**config.mk**
```make
export PLATFORM = sky130hd
export DESIGN_NAME = hub75_capture_flat
export DESIGN_NICKNAME = d
export VERILOG_FILES = /design/src/rtl/hub75_pkg.sv /design/src/rtl/hub75_capture_if.sv /design/src/rtl/hub75_edge_sampler.sv /design/src/rtl/hub75_capture.sv /design/src/flat_wrapper.sv
export SDC_FILE = /design/constraint.sdc
export NUM_CORES = 1
export LEC_CHECK = 0
export CAP_MARGIN = 20
export CORE_MARGIN = 2
export CORE_UTILIZATION = 45
export DETAILED_ROUTE_END_ITERATION = 12
export HOLD_SLACK_MARGIN = 0.12
export PLACE_DENSITY = 0.73
export SLEW_MARGIN = 20
export SYNTH_ARGS = -nofsm -noshare
export SYNTH_HDL_FRONTEND = slang
export SYNTH_SLANG_ARGS = --single-unit
```
**constraint.sdc**
```tcl
create_clock -name clk_in -period 3.38 [get_ports clk_in]
set_input_delay 0.676 -clock clk_in [delete_from_list [all_inputs] [get_ports clk_in]]
set_output_delay 0.676 -clock clk_in [all_outputs]
set_load 0.03 [all_outputs]
```
**src/rtl/hub75_pkg.sv**
```systemverilog
// Shared HUB75 types and geometry, common to the panel driver and the capture block.
package hub75_pkg;

    localparam int unsigned HUB75_NUM_COLS = 64;
    localparam int unsigned HUB75_ADDR_W   = 5;

    typedef logic [2:0] rgb3_t;

    typedef struct packed {
        logic                    clk;
        logic                    latch;
        logic                    oe;
        logic [HUB75_ADDR_W-1:0] addr;
        rgb3_t                   rgb0;
        rgb3_t                   rgb1;
    } hub75_pins_t;

endpackage

```
**src/rtl/hub75_capture_if.sv**
```systemverilog
// HUB75 pin bundle plus the captured-line valid/ready channel toward a checker.
interface hub75_capture_if
    import hub75_pkg::*;
#(
    parameter int unsigned NUM_COLS = HUB75_NUM_COLS,
    parameter int unsigned ADDR_W   = HUB75_ADDR_W,
    parameter int unsigned ON_W     = 16
);

    logic                  hub75_clk;
    logic                  hub75_latch;
    logic                  hub75_oe;
    logic [ADDR_W-1:0]     hub75_addr;
    rgb3_t                 hub75_rgb0;
    rgb3_t                 hub75_rgb1;

    logic [NUM_COLS*3-1:0] line_rgb0;
    logic [NUM_COLS*3-1:0] line_rgb1;
    logic [ADDR_W-1:0]     line_addr;
    logic [ON_W-1:0]       line_on_cycles;
    logic                  line_valid;
    logic                  line_ready;
    logic                  len_err;
    logic                  overflow;

    // Master drives the panel pins and consumes lines; slave is the capture block.
    modport master (
        output hub75_clk, hub75_latch, hub75_oe, hub75_addr, hub75_rgb0, hub75_rgb1,
        output line_ready,
        input  line_rgb0, line_rgb1, line_addr, line_on_cycles, line_valid, len_err, overflow
    );

    modport slave (
        input  hub75_clk, hub75_latch, hub75_oe, hub75_addr, hub75_rgb0, hub75_rgb1,
        input  line_ready,
        output line_rgb0, line_rgb1, line_addr, line_on_cycles, line_valid, len_err, overflow
    );

endinterface

```
**src/rtl/hub75_edge_sampler.sv**
```systemverilog
// Registers the HUB75 pins once (s1) and keeps a second clk/latch stage (s2) for edge pulses.
module hub75_edge_sampler
    import hub75_pkg::*;
(
    input  logic                    clk_in,
    input  logic                    rst_in,
    input  hub75_pins_t             i_pins,
    output logic                    o_oe,
    output logic [HUB75_ADDR_W-1:0] o_addr,
    output rgb3_t                   o_rgb0,
    output rgb3_t                   o_rgb1,
    output logic                    o_shift_evt,
    output logic                    o_latch_evt
);

    hub75_pins_t r_s1;
    logic        r_s2_clk;
    logic        r_s2_latch;

    always_ff @(posedge clk_in or negedge rst_in) begin
        if (!rst_in) begin
            r_s1       <= '0;
            r_s2_clk   <= 1'b0;
            r_s2_latch <= 1'b0;
        end else begin
            r_s1       <= i_pins;
            r_s2_clk   <= r_s1.clk;
            r_s2_latch <= r_s1.latch;
        end
    end

    assign o_oe        = r_s1.oe;
    assign o_addr      = r_s1.addr;
    assign o_rgb0      = r_s1.rgb0;
    assign o_rgb1      = r_s1.rgb1;
    assign o_shift_evt = r_s1.clk & ~r_s2_clk;
    assign o_latch_evt = r_s1.latch & ~r_s2_latch;

endmodule

```
**src/rtl/hub75_capture.sv**
```systemverilog
// Rebuilds each shifted HUB75 line into parallel pixel data, measures OE on-time per line
// and hands completed lines to a checker over valid/ready.
module hub75_capture
    import hub75_pkg::*;
#(
    parameter int unsigned NUM_COLS = HUB75_NUM_COLS,
    parameter int unsigned ADDR_W   = HUB75_ADDR_W,
    parameter int unsigned ON_W     = 16
) (
    input logic           clk_in,
    input logic           rst_in,
    hub75_capture_if.slave bus
);

    localparam int unsigned LINE_W = NUM_COLS * 3;
    localparam int unsigned CNT_W  = $clog2(NUM_COLS + 2);

    localparam logic [0:0] StEmpty = 1'b0;
    localparam logic [0:0] StFull  = 1'b1;

    hub75_pins_t             w_pins_in;
    logic                    w_oe;
    logic [HUB75_ADDR_W-1:0] w_addr;
    rgb3_t                   w_rgb0;
    rgb3_t                   w_rgb1;
    logic                    w_shift_evt;
    logic                    w_latch_evt;

    logic [LINE_W-1:0]       r_sr0, r_sr1, w_sr0, w_sr1;
    logic [CNT_W-1:0]        r_shift_cnt, w_shift_cnt;
    logic [ON_W-1:0]         r_on_cnt;
    logic [0:0]              r_state, w_state_next;
    logic [LINE_W-1:0]       r_line_rgb0, r_line_rgb1;
    logic [ADDR_W-1:0]       r_line_addr;
    logic [ON_W-1:0]         r_line_on;
    logic                    r_len_err, r_overflow;
    logic                    w_valid, w_len_ok, w_commit;

    always_comb begin
        w_pins_in.clk   = bus.hub75_clk;
        w_pins_in.latch = bus.hub75_latch;
        w_pins_in.oe    = bus.hub75_oe;
        w_pins_in.addr  = bus.hub75_addr;
        w_pins_in.rgb0  = bus.hub75_rgb0;
        w_pins_in.rgb1  = bus.hub75_rgb1;
    end

    hub75_edge_sampler u_sampler (
        .clk_in      (clk_in),
        .rst_in      (rst_in),
        .i_pins      (w_pins_in),
        .o_oe        (w_oe),
        .o_addr      (w_addr),
        .o_rgb0      (w_rgb0),
        .o_rgb1      (w_rgb1),
        .o_shift_evt (w_shift_evt),
        .o_latch_evt (w_latch_evt)
    );

    // Shift first so a coinciding latch sees the new pixel and the incremented count.
    always_comb begin
        w_sr0       = r_sr0;
        w_sr1       = r_sr1;
        w_shift_cnt = r_shift_cnt;
        if (w_shift_evt) begin
            w_sr0 = {r_sr0[LINE_W-4:0], w_rgb0};
            w_sr1 = {r_sr1[LINE_W-4:0], w_rgb1};
            if (r_shift_cnt != CNT_W'(NUM_COLS + 1)) begin
                w_shift_cnt = r_shift_cnt + 1'b1;
            end
        end
    end

    assign w_valid  = (r_state == StFull);
    assign w_len_ok = (w_shift_cnt == CNT_W'(NUM_COLS));
    assign w_commit = w_latch_evt & w_len_ok & (~w_valid | bus.line_ready);

    always_comb begin
        w_state_next = r_state;
        case (r_state)
            StEmpty: if (w_commit) w_state_next = StFull;
            StFull:  if (!w_commit && bus.line_ready) w_state_next = StEmpty;
            default: w_state_next = StEmpty;
        endcase
    end

    always_ff @(posedge clk_in or negedge rst_in) begin
        if (!rst_in) begin
            r_sr0       <= '0;
            r_sr1       <= '0;
            r_shift_cnt <= '0;
            r_on_cnt    <= '0;
            r_state     <= StEmpty;
            r_line_rgb0 <= '0;
            r_line_rgb1 <= '0;
            r_line_addr <= '0;
            r_line_on   <= '0;
            r_len_err   <= 1'b0;
            r_overflow  <= 1'b0;
        end else begin
            r_sr0       <= w_sr0;
            r_sr1       <= w_sr1;
            r_shift_cnt <= w_latch_evt ? '0 : w_shift_cnt;
            r_state     <= w_state_next;
            // The latch cycle itself never counts toward either line's on-time.
            if (w_latch_evt) begin
                r_on_cnt <= '0;
            end else if (!w_oe && !(&r_on_cnt)) begin
                r_on_cnt <= r_on_cnt + 1'b1;
            end
            if (w_commit) begin
                r_line_rgb0 <= w_sr0;
                r_line_rgb1 <= w_sr1;
                r_line_addr <= w_addr;
                r_line_on   <= r_on_cnt;
            end
            if (w_latch_evt && !w_len_ok) begin
                r_len_err <= 1'b1;
            end
            if (w_latch_evt && w_len_ok && !w_commit) begin
                r_overflow <= 1'b1;
            end
        end
    end

    assign bus.line_valid     = w_valid;
    assign bus.line_rgb0      = r_line_rgb0;
    assign bus.line_rgb1      = r_line_rgb1;
    assign bus.line_addr      = r_line_addr;
    assign bus.line_on_cycles = r_line_on;
    assign bus.len_err        = r_len_err;
    assign bus.overflow       = r_overflow;

endmodule

```
**src/flat_wrapper.sv**
```systemverilog
// flat-port wrapper written by rule: the top's interface ports become plain ports
module hub75_capture_flat import hub75_pkg::*;
#(
    parameter int unsigned NUM_COLS = HUB75_NUM_COLS,
    parameter int unsigned ADDR_W   = HUB75_ADDR_W,
    parameter int unsigned ON_W     = 16
)
  (clk_in, rst_in, bus_hub75_clk, bus_hub75_latch, bus_hub75_oe, bus_hub75_addr, bus_hub75_rgb0, bus_hub75_rgb1, bus_line_ready, bus_line_rgb0, bus_line_rgb1, bus_line_addr, bus_line_on_cycles, bus_line_valid, bus_len_err, bus_overflow);
  hub75_capture_if #(.NUM_COLS(NUM_COLS), .ADDR_W(ADDR_W), .ON_W(ON_W)) bus_i ();
  input logic clk_in;
  input logic rst_in;
  input wire logic [$bits(bus_i.hub75_clk)-1:0] bus_hub75_clk;
  input wire logic [$bits(bus_i.hub75_latch)-1:0] bus_hub75_latch;
  input wire logic [$bits(bus_i.hub75_oe)-1:0] bus_hub75_oe;
  input wire logic [$bits(bus_i.hub75_addr)-1:0] bus_hub75_addr;
  input wire logic [$bits(bus_i.hub75_rgb0)-1:0] bus_hub75_rgb0;
  input wire logic [$bits(bus_i.hub75_rgb1)-1:0] bus_hub75_rgb1;
  input wire logic [$bits(bus_i.line_ready)-1:0] bus_line_ready;
  output wire logic [$bits(bus_i.line_rgb0)-1:0] bus_line_rgb0;
  output wire logic [$bits(bus_i.line_rgb1)-1:0] bus_line_rgb1;
  output wire logic [$bits(bus_i.line_addr)-1:0] bus_line_addr;
  output wire logic [$bits(bus_i.line_on_cycles)-1:0] bus_line_on_cycles;
  output wire logic [$bits(bus_i.line_valid)-1:0] bus_line_valid;
  output wire logic [$bits(bus_i.len_err)-1:0] bus_len_err;
  output wire logic [$bits(bus_i.overflow)-1:0] bus_overflow;
  assign bus_i.hub75_clk = bus_hub75_clk;
  assign bus_i.hub75_latch = bus_hub75_latch;
  assign bus_i.hub75_oe = bus_hub75_oe;
  assign bus_i.hub75_addr = bus_hub75_addr;
  assign bus_i.hub75_rgb0 = bus_hub75_rgb0;
  assign bus_i.hub75_rgb1 = bus_hub75_rgb1;
  assign bus_i.line_ready = bus_line_ready;
  assign bus_line_rgb0 = bus_i.line_rgb0;
  assign bus_line_rgb1 = bus_i.line_rgb1;
  assign bus_line_addr = bus_i.line_addr;
  assign bus_line_on_cycles = bus_i.line_on_cycles;
  assign bus_line_valid = bus_i.line_valid;
  assign bus_len_err = bus_i.len_err;
  assign bus_overflow = bus_i.overflow;
  hub75_capture #(.NUM_COLS(NUM_COLS), .ADDR_W(ADDR_W), .ON_W(ON_W)) u_core (.clk_in(clk_in), .rst_in(rst_in), .bus(bus_i));
endmodule
```
Word-level counts from Yosys, hierarchy flattened:

Cells that the tools add are included.

* flip-flop bits (word level): 831
* bits of input ports: 17
* output and inout port bits: 408
* logic and storage cells: 52

* add/sub/neg operators: 2
* eq/ne operators: 2
* muxes and demuxes: 10
* bitwise operators: 8
* reductions and logical operators: 11

Operators with widths (count)
* 192-bit 2-to-1 mux: 2
* 16-bit 2-to-1 mux: 2
* 7-bit 2-to-1 mux: 3
* 16-bit by 1-bit adder with 16-bit output, second input constant: 1
* 16-bit AND reduction: 1
* 7-bit by 1-bit adder with 7-bit output, second input constant: 1
* 7-bit == test, second input constant: 1
* 7-bit != test, second input constant: 1
* 1-bit logical AND: 5
* 1-bit AND: 4
* 1-bit zero test: 4
* 1-bit inverter: 3
* 1-bit 2-to-1 mux: 2
* 1-bit one-hot mux with 2 select lines: 1
* 2-bit nonzero test: 1
* 1-bit bitwise OR: 1

Longest topological paths before layout:

Gate-level depths: netlist of the first run.

* depth after elaboration: 10
* gate-level depth with buffers: 10
* depth with buffers taken out: 7

By module:

Synthesis of the first run repeated with hierarchy kept, for this count alone.

* cells, all modules: 1835
* area total of the unflattened synthesis: 32675.1 µm²

Modules (own cells, without submodules)
* hub75_capture: times used 1, cells each 1806, area each 32164.6 µm², sequential area each 20394.6 µm²
* hub75_edge_sampler: times used 1, cells each 29, area each 510.5 µm², sequential area each 400.4 µm²

Least setup slack after synthesis of the first run:

OpenSTA, ideal clock, no wires.

* kind: register -> register
* start: reg u_core.r_shift_cnt[0]
* end: reg u_core.r_line_on[10] (netlist: u_core.bus.line_on_cycles[10])
* setup time: 0.125 ns
* data arrival time: 2.471 ns
* required time: 3.255 ns
* slack: 0.784 ns
* stages on the path, launching flop included: 10
* path buffers: 3
* clock period less this slack: 2.596 ns
* path through: dfrtp_1 ha_1 or3b_4 or4_1 nand3_2 and4b_1 buf_6 buf_6 buf_6 mux2_2

* word-level cells in the longest chain between the ends: 6
* elaborated cells on any way between the ends: 7
* classes of those cells: add/sub (1); eq/ne (2); mux (2); bitwise (2)

RTL lines
* from (decl): RTL line hub75_capture.sv:30 `logic [CNT_W-1:0] r_shift_cnt, w_shift_cnt;`
* from (signal assigned): RTL line hub75_capture.sv:103 `r_shift_cnt <= w_latch_evt ? '0 : w_shift_cnt;`
* 7-bit by 1-bit adder with 7-bit output or 7-bit != test (tied branches): RTL line hub75_capture.sv:69, hub75_capture.sv:68
* 7-bit 2-to-1 mux: RTL line hub75_capture.sv:68 `if (r_shift_cnt != CNT_W'(NUM_COLS + 1)) begin`
* 7-bit 2-to-1 mux *: RTL line hub75_capture.sv:65 `if (w_shift_evt) begin`
* 7-bit == test *: RTL line hub75_capture.sv:75 `assign w_len_ok = (w_shift_cnt == CNT_W'(NUM_COLS));`
* 1-bit AND * (2 in series): RTL line hub75_capture.sv:76 `assign w_commit = w_latch_evt & w_len_ok & (~w_valid | bus.line_ready);`
* to (signal assigned): RTL line hub75_capture.sv:115 `r_line_on <= r_on_cnt;`
* to (decl): RTL line hub75_capture.sv:35 `logic [ON_W-1:0] r_line_on;`

Every way passes the cells marked *; elsewhere a longest branch is shown, timed or not.
A chain may end at the register's enable or synchronous reset.

Worst setup path in the final report of the first run:

* start: reg u_core.r_shift_cnt[0]
* end: reg u_core.r_line_rgb1[47] (netlist: u_core.bus.line_rgb1[47])

* word-level cells in the longest chain between the ends: 6
* elaborated cells on any way between the ends: 7
* classes of those cells: add/sub (1); eq/ne (2); mux (2); bitwise (2)

RTL lines
* 7-bit by 1-bit adder with 7-bit output or 7-bit != test (tied branches): RTL line hub75_capture.sv:69, hub75_capture.sv:68
* 7-bit 2-to-1 mux: RTL line hub75_capture.sv:68
* 7-bit 2-to-1 mux *: RTL line hub75_capture.sv:65
* 7-bit == test *: RTL line hub75_capture.sv:75
* 1-bit AND * (2 in series): RTL line hub75_capture.sv:76
* to (signal assigned): RTL line hub75_capture.sv:113 `r_line_rgb1 <= w_sr1;`
* to (decl): RTL line hub75_capture.sv:33 `logic [LINE_W-1:0] r_line_rgb0, r_line_rgb1;`

Marked as above.

==> results of run 1 <==
[placed cells by master, fill, tap and decap left out, types with 6 or more instances in the layout]
cell	count
mux2_4	300
clkbuf_1	22
bufinv_16	9
mux2_1	41
buf_4	35
dfrtp_1	831
nand3_1	12
xnor2_1	13
clkbuf_16	87
buf_12	25
mux2_2	64
nand2_1	1159
clkdlybuf4s50_1	423
nor2_1	26
nand4_1	6
clkinv_2	17
clkbuf_8	11
[state kept, by name, summed over array words and instances, names as in the netlist]
register / flops
u_core.bus.line_rgb0: 192
u_core.bus.line_rgb1: 192
u_core.r_sr0: 192
u_core.r_sr1: 192
u_core.bus.line_on_cycles: 16
u_core.r_on_cnt: 16
u_core.r_shift_cnt: 7
u_core.bus.line_addr: 5
u_core.u_sampler.o_addr: 5
u_core.u_sampler.o_rgb0: 3
u_core.u_sampler.o_rgb1: 3
u_core.u_sampler.r_s1: 2
u_core.bus.len_err: 1
u_core.bus.line_valid: 1
u_core.bus.overflow: 1
u_core.u_sampler.o_oe: 1
u_core.u_sampler.r_s2_clk: 1
u_core.u_sampler.r_s2_latch: 1
[synth_stat cells, types with 3 or more instances]
cell type / n
ha_1: 3
mux2_1: 41
a2111oi_0: 3
inv_1: 4
nand2_1: 1159
nand4_1: 6
buf_4: 5
nor2_1: 26
and3_1: 3
nor4_1: 4
mux2_4: 300
a211oi_1: 5
nand3_1: 12
nor3_1: 3
o211ai_1: 3
dfrtp_1: 831
nor2b_1: 3
or4_1: 4
mux2_2: 64
xor2_1: 4
buf_12: 33
buf_1: 4
a21oi_1: 5
xnor2_1: 13
buf_6: 7
clkbuf_1: 86
[what timing repair did]
| action | 4_1_cts | 5_1_grt |
|---|---|---|
| gates resized for setup | 0 | 0 |
| hold buffers | 1 | 0 |
| hold endpoints to repair | 63 | 0 |
| buffers inserted | 0 | 0 |
[final timing paths]
path	from	endpoint	slack (ns)	cells past startpoint
max reg2reg	u_core.r_shift_cnt[0]	u_core.bus.line_rgb1[47]	0.23	8
max in group asynchronous	rst_in	u_core.bus.line_rgb0[1]	1.73	4
max	u_core.r_shift_cnt[0]	u_core.bus.line_rgb1[47]	0.23	8
min in group asynchronous	rst_in	u_core.r_sr1[5]	0.60	2
min	u_core.u_sampler.r_s1[12]	u_core.u_sampler.r_s2_latch	0.38	0
min reg2reg	u_core.u_sampler.r_s1[12]	u_core.u_sampler.r_s2_latch	0.38	0
[metrics by stage]
stage               util, %  hold WS [ns]  total power [uW]
finish                 56.9         0.376             21000
global route           56.9         0.397             21800
CTS                    56.9         0.383             21200
detailed placement     52.8         0.369             11400
global placement       52.8         0.358             11300
floorplan                 -         0.347             10900
[power groups by stage]
stage               clock, uW  sequential, uW  combinational [uW]
floorplan                   0           10500                 420
global placement            0           10500                 800
detailed placement          0           10600                 815
CTS                      9990           10400                 827
global route            10400           10400                 932
finish                   9760           10400                 807
[cell type report]
type / instances / area, um^2
Tap cell: 950 / 1190
Multi-Input combinational cell: 1685 / 10900
Fill cell: 5784 / 30900
Sequential cell: 831 / 20800
Clock inverter: 39 / 546
Timing Repair Buffer: 485 / 5020
Inverter: 4 / 15.0
Clock buffer: 120 / 2410
[cell families after synthesis]
family                     count (synthesis)  share of synthesized area, %
and+or+nand+nor                         1234                          14.6
DFF                                      831                          63.5
muxes                                    407                          17.4
buffers and inverters                    140                          3.46
AOI/OAI and AO/OA                         24                         0.531
xor gates and xnor gates                  17                         0.454
adders and majority gates                  3                         0.115
[metal layers]
layer / vias to the layer above / track usage [%] / share of wire, %
met5: - / 0 / 0
met4: 0 / 5.75 / 2.3
met3: 104 / 3.42 / 4.8
met2: 453 / 32.1 / 49
met1: 10200 / 26.4 / 44
li1: 9431 / - / -
==> impl_metrics.ini, run 1 <==
[status]
status = finished, final reports clean

[die]
fp.dieW_um = 274
pin_count = 425
placementRows = 98
die_h_um = 274
start_util_pct = 45.7
core_um2 = 71700
dieArea_um2 = 75000

[critical_path]
slowest_stage = dfrtp_1
arrival_ns = 3.67
crit_family = simple AND/OR/NAND/NOR gates
cp_max_fo = 51
crit_path_frequent_cell = buf_12
critPathKind = reg2reg
slowest_delay_ns = 0.49
worstSetupStartpointType = flop
worst_ep_required_time_ns = 3.89
cp-end-kind = flop
path_buf_inv = 2
worstPathCellList = ha_1 -> or3b_4 -> or4_1 -> nand3_1 -> and4b_4 -> buf_12 -> buf_12 -> mux2_4

[global_routing]
grt_pass1_vias = 21000
grt_max_degree = 213
grt_first_pass_wirelength_mm = 117
antenna_found_initial = 0
grt_usage_pct = 19.4
grt.overflow.total = 0

[job]
cap_violations = 0

[placement]
gp_congestion = 0.805
dp_slack_ns = 0.351
detailed_place_hpwl_mm = 46.6
io_buffers = 424
place_area_um2 = 37900
dp.cells = 3954

[timing]
maxSlewHeadroom_pct = 28.5
slew_violations = 0
max_freq_mhz = 317
skew_ns = 0.0477
fin_crit_ns = 3.15
fin_setup_tns_ns = 0
hold_viol_final = 0
grt_setup_unrepaired = no
period_share_pct = 93.3
tightestPinTransition_ns = 1.07
finalSetupViolations = 0
worst_slack_ns = 0.226

[synthesis]
syn_nets = 2676
ys.flop_type = dfrtp_1
synthCells = 2656
ys_ff_latch = 831
synthesis.yosys.warnings = 0
synth_top_area_share_pct = 63.5
ys_seq_area_share_pct = 63.5
synthTopCellsByArea = dfrtp_1 (63%), mux2_4 (14%), nand2_1 (13%)
post_synth.cell_area_avg_um2 = 12.3
synthArstFlopShare_pct = 100
syn_area_um2 = 32800
synth_area_leader_cell = dfrtp_1
synth_cell_types = 46
synth_edf_count = 0

[pwr]
irDropWorstVdd_v = 0.000373
p_sw_share_pct = 22.9
internal_power_uw = 16200
seqPwrFrac_pct = 49.5
p_comb_share_pct = 3.9
powerDensity_nw_per_um2 = 513
p_sw_uw = 4790
clkPwrFrac_pct = 46.6
leakage_uw = 0.0207

[routing]
postRouteAntennaNets = 0
num_vias = 20200
drcViolationCount = 0
drtIter0Drc = 1689
wl_per_cell_um = 17.6
firstDrtPassIters = 8
vias_per_cell = 4.90
drt-total-wl_mm = 72.4

[clock_network]
clkLatencyLatePin_ns = 0.63
cts_sinks = 831
cts_tree = yes
clockRootBuffer = clkbuf_16
clockBufferDepth = 3
cts_made_buffers = 86
htreeDepth = 3
cts.reportedPaths.clkPinSlew_ns = 0.06

[layout]
n_antenna_cell = 0
final_area_um2 = 40800
finalNetCount = 3113
final_layout_size_suffix_gt1_share_pct = 18.0
areaGrowthSynthToFinish_pct = 24.6
instances_no_fill = 4114

[worst_hold_path]
hold_path_class = reg2reg
No activity file was read; power rests on OpenSTA's default activity.
==> run 2: changes to the inputs <==
--- a/config.mk
+++ b/config.mk
@@ -7,10 +7,11 @@
 export LEC_CHECK = 0
 export CAP_MARGIN = 20
 export CORE_MARGIN = 2
-export CORE_UTILIZATION = 45
+export CORE_UTILIZATION = 55
 export DETAILED_ROUTE_END_ITERATION = 12
+export GPL_ROUTABILITY_DRIVEN = 0
 export HOLD_SLACK_MARGIN = 0.12
-export PLACE_DENSITY = 0.73
+export PLACE_DENSITY = 0.86
 export SLEW_MARGIN = 20
 export SYNTH_ARGS = -nofsm -noshare
 export SYNTH_HDL_FRONTEND = slang
==> run 2 against run 1 <==
Sequential share of layout area rose by 0.66 points. Via count grew 4.2%. Total power decreased by 3.3%. Non-clock buffer count down 8. Wire length rose by 4.8%. Clock power down 7.2%. Final area shrank 1.3%.
==> impl_metrics.ini, run 2 (synthesis gave the netlist of run 1 again) <==
[pwr]
p_sw_share_pct = 22.9
leakage_uw = 0.0205
powerDensity_nw_per_um2 = 503
power.total_uw = 20300
p_sw_uw = 4630
seqPwrFrac_pct = 51.3
clkPwrFrac_pct = 44.7
p_comb_share_pct = 4.0
irDropWorstVdd_v = 0.000477
internal_power_uw = 15600

[critical_path]
path_buf_inv = 2
worstPathCellList = ha_1 -> or3b_4 -> or4_1 -> nand3_1 -> and4b_4 -> buf_12 -> buf_12 -> mux2_2
rr_worst_depth = 8
crit_family = simple AND/OR/NAND/NOR gates
r2r_end = u_core.bus.line_on_cycles[11]
cp-end-kind = flop
rrSetupSlack_ns = 0.34
slowest_delay_ns = 0.50
r2r_start = u_core.r_shift_cnt[0]
cp_max_fo = 49
slowest_stage = dfrtp_1
worstSetupStartpointType = flop
arrival_ns = 3.53
critPathKind = reg2reg
worst_ep_required_time_ns = 3.87
crit_path_frequent_cell = buf_12

[routing]
num_vias = 21000
drt-total-wl_mm = 75.9
firstDrtPassIters = 5
drtIter0Drc = 1556
wl_per_cell_um = 19.4
drcViolationCount = 0
postRouteAntennaNets = 0
vias_per_cell = 5.37

[timing]
fin_setup_tns_ns = 0
period_share_pct = 89.9
fin_crit_ns = 3.04
finalSetupViolations = 0
maxSlewHeadroom_pct = 4.60
hold_viol_final = 0
slew_violations = 0
max_freq_mhz = 329
holdWs_ns = 0.378
skew_ns = 0.0277
grt_setup_unrepaired = no
tightestPinTransition_ns = 1.43

[worst_hold_path]
min-delay-start = u_core.u_sampler.r_s1[12]
worstHoldEndpoint = u_core.u_sampler.r_s2_latch
hold_path_class = reg2reg
hold_depth = 0

[die]
placementRows = 89
start_util_pct = 55.6
fp.dieW_um = 248
pin_count = 425
dieArea_um2 = 61600
core_um2 = 58900
die_h_um = 248

[global_routing]
grt_max_degree = 222
grt_pass1_vias = 22000
grt.overflow.total = 0
grt_first_pass_wirelength_mm = 120
grt_usage_pct = 24.8
antenna_found_initial = 0

[layout]
areaGrowthSynthToFinish_pct = 23.0
n_antenna_cell = 0
finalNetCount = 3100
nFillCells = 3774
instances_no_fill = 3915
layout_common_cells = nand2_1 (1159), dfrtp_1 (831), clkdlybuf4s50_1 (423), mux2_4 (300), clkbuf_16 (81)
final_layout_size_suffix_gt1_share_pct = 17.6
final_common_cell = nand2_1

[clock_network]
clockBufferDepth = 3
cts_made_buffers = 81
htreeDepth = 3
cts_sinks = 831
cts.reportedPaths.clkPinSlew_ns = 0.06
cts_resized = 0
clkLatencyLatePin_ns = 0.63
clockRootBuffer = clkbuf_16
cts_tree = yes

[placement]
dp.cells = 3769
io_buffers = 424
detailed_place_hpwl_mm = 47.1

[status]
status = finished, final reports clean

[job]
cap_violations = 0
[run 2: changes by cell type in the layout (fill, tap and decap cells not counted), moves of 2 or more]
cell and change:
clkinv_2 -6, clkbuf_8 +9, clkbuf_16 -6, clkinvlp_4 -3, buf_4 -8, bufinv_16 -5, clkinv_4 +2, clkbuf_1 -6
[run 2: power groups by stage]
| stage | sequential (uW) | combinational, uW | clock (uW) |
|---|---|---|---|
| after global placement | 10500 | 770 | 0 |
| after detailed placement | 10600 | 804 | 0 |
| after CTS | 10400 | 822 | 9220 |
| after global routing | 10400 | 922 | 9630 |
| final | 10400 | 810 | 9060 |
| after floorplan | 10500 | 420 | 0 |
[run 2: worst max path at each step]
stage	startpoint	to	slack [ns]	cells past startpoint
after floorplan	u_core.r_shift_cnt[0]	u_core.bus.line_on_cycles[10]	0.78	9
after global placement	u_core.r_shift_cnt[0]	u_core.bus.line_rgb0[40]	0.44	8
after detailed placement	u_core.r_shift_cnt[0]	u_core.bus.line_rgb0[40]	0.37	8
after CTS	u_core.r_shift_cnt[0]	u_core.bus.line_on_cycles[11]	0.36	8
after global routing	u_core.r_shift_cnt[0]	u_core.bus.line_on_cycles[8]	0.24	8
final	u_core.r_shift_cnt[0]	u_core.bus.line_on_cycles[11]	0.34	8
[run 2: routing by layer]
layer / up-vias / track usage (%) / part of all wire [%] / wire (um)
li1: 9395 / - / - / -
met1: 10700 / 32.9 / 40 / 30700
met2: 773 / 41.1 / 50 / 38200
met3: 165 / 4.32 / 5.9 / 4500
met4: 0 / 9.30 / 3.2 / 2450
met5: - / 0 / 0 / 0
[run 2: timing repair]
action / in CTS / in global routing
setup buffers: 0 / 0
hold endpoints to repair: 58 / 0
hold buffers: 1 / 0
[run 2: metrics by stage]
stage | area [um^2] | util [%] | setup WS (ns)
3_5_place_dp | 37600 | 63.8 | 0.372
4_1_cts | 40300 | 68.4 | 0.358
5_1_grt | 40300 | 68.4 | 0.237
2_1_floorplan | 32800 | - | 0.784
6_report | 40300 | 68.4 | 0.342
3_3_place_gp | 37600 | 63.8 | 0.439
[run 2: layout make-up]
type | count | area (um^2) | area share (%)
inverters | 4 | 15.0 | 0.0372
multi-input cells | 1685 | 10900 | 26.9
clock buffers | 117 | 2360 | 5.86
flip-flops and latches | 831 | 20800 | 51.6
repair buffers | 477 | 4960 | 12.3
clock inverters | 28 | 355 | 0.881
well taps | 773 | 967 | 2.40
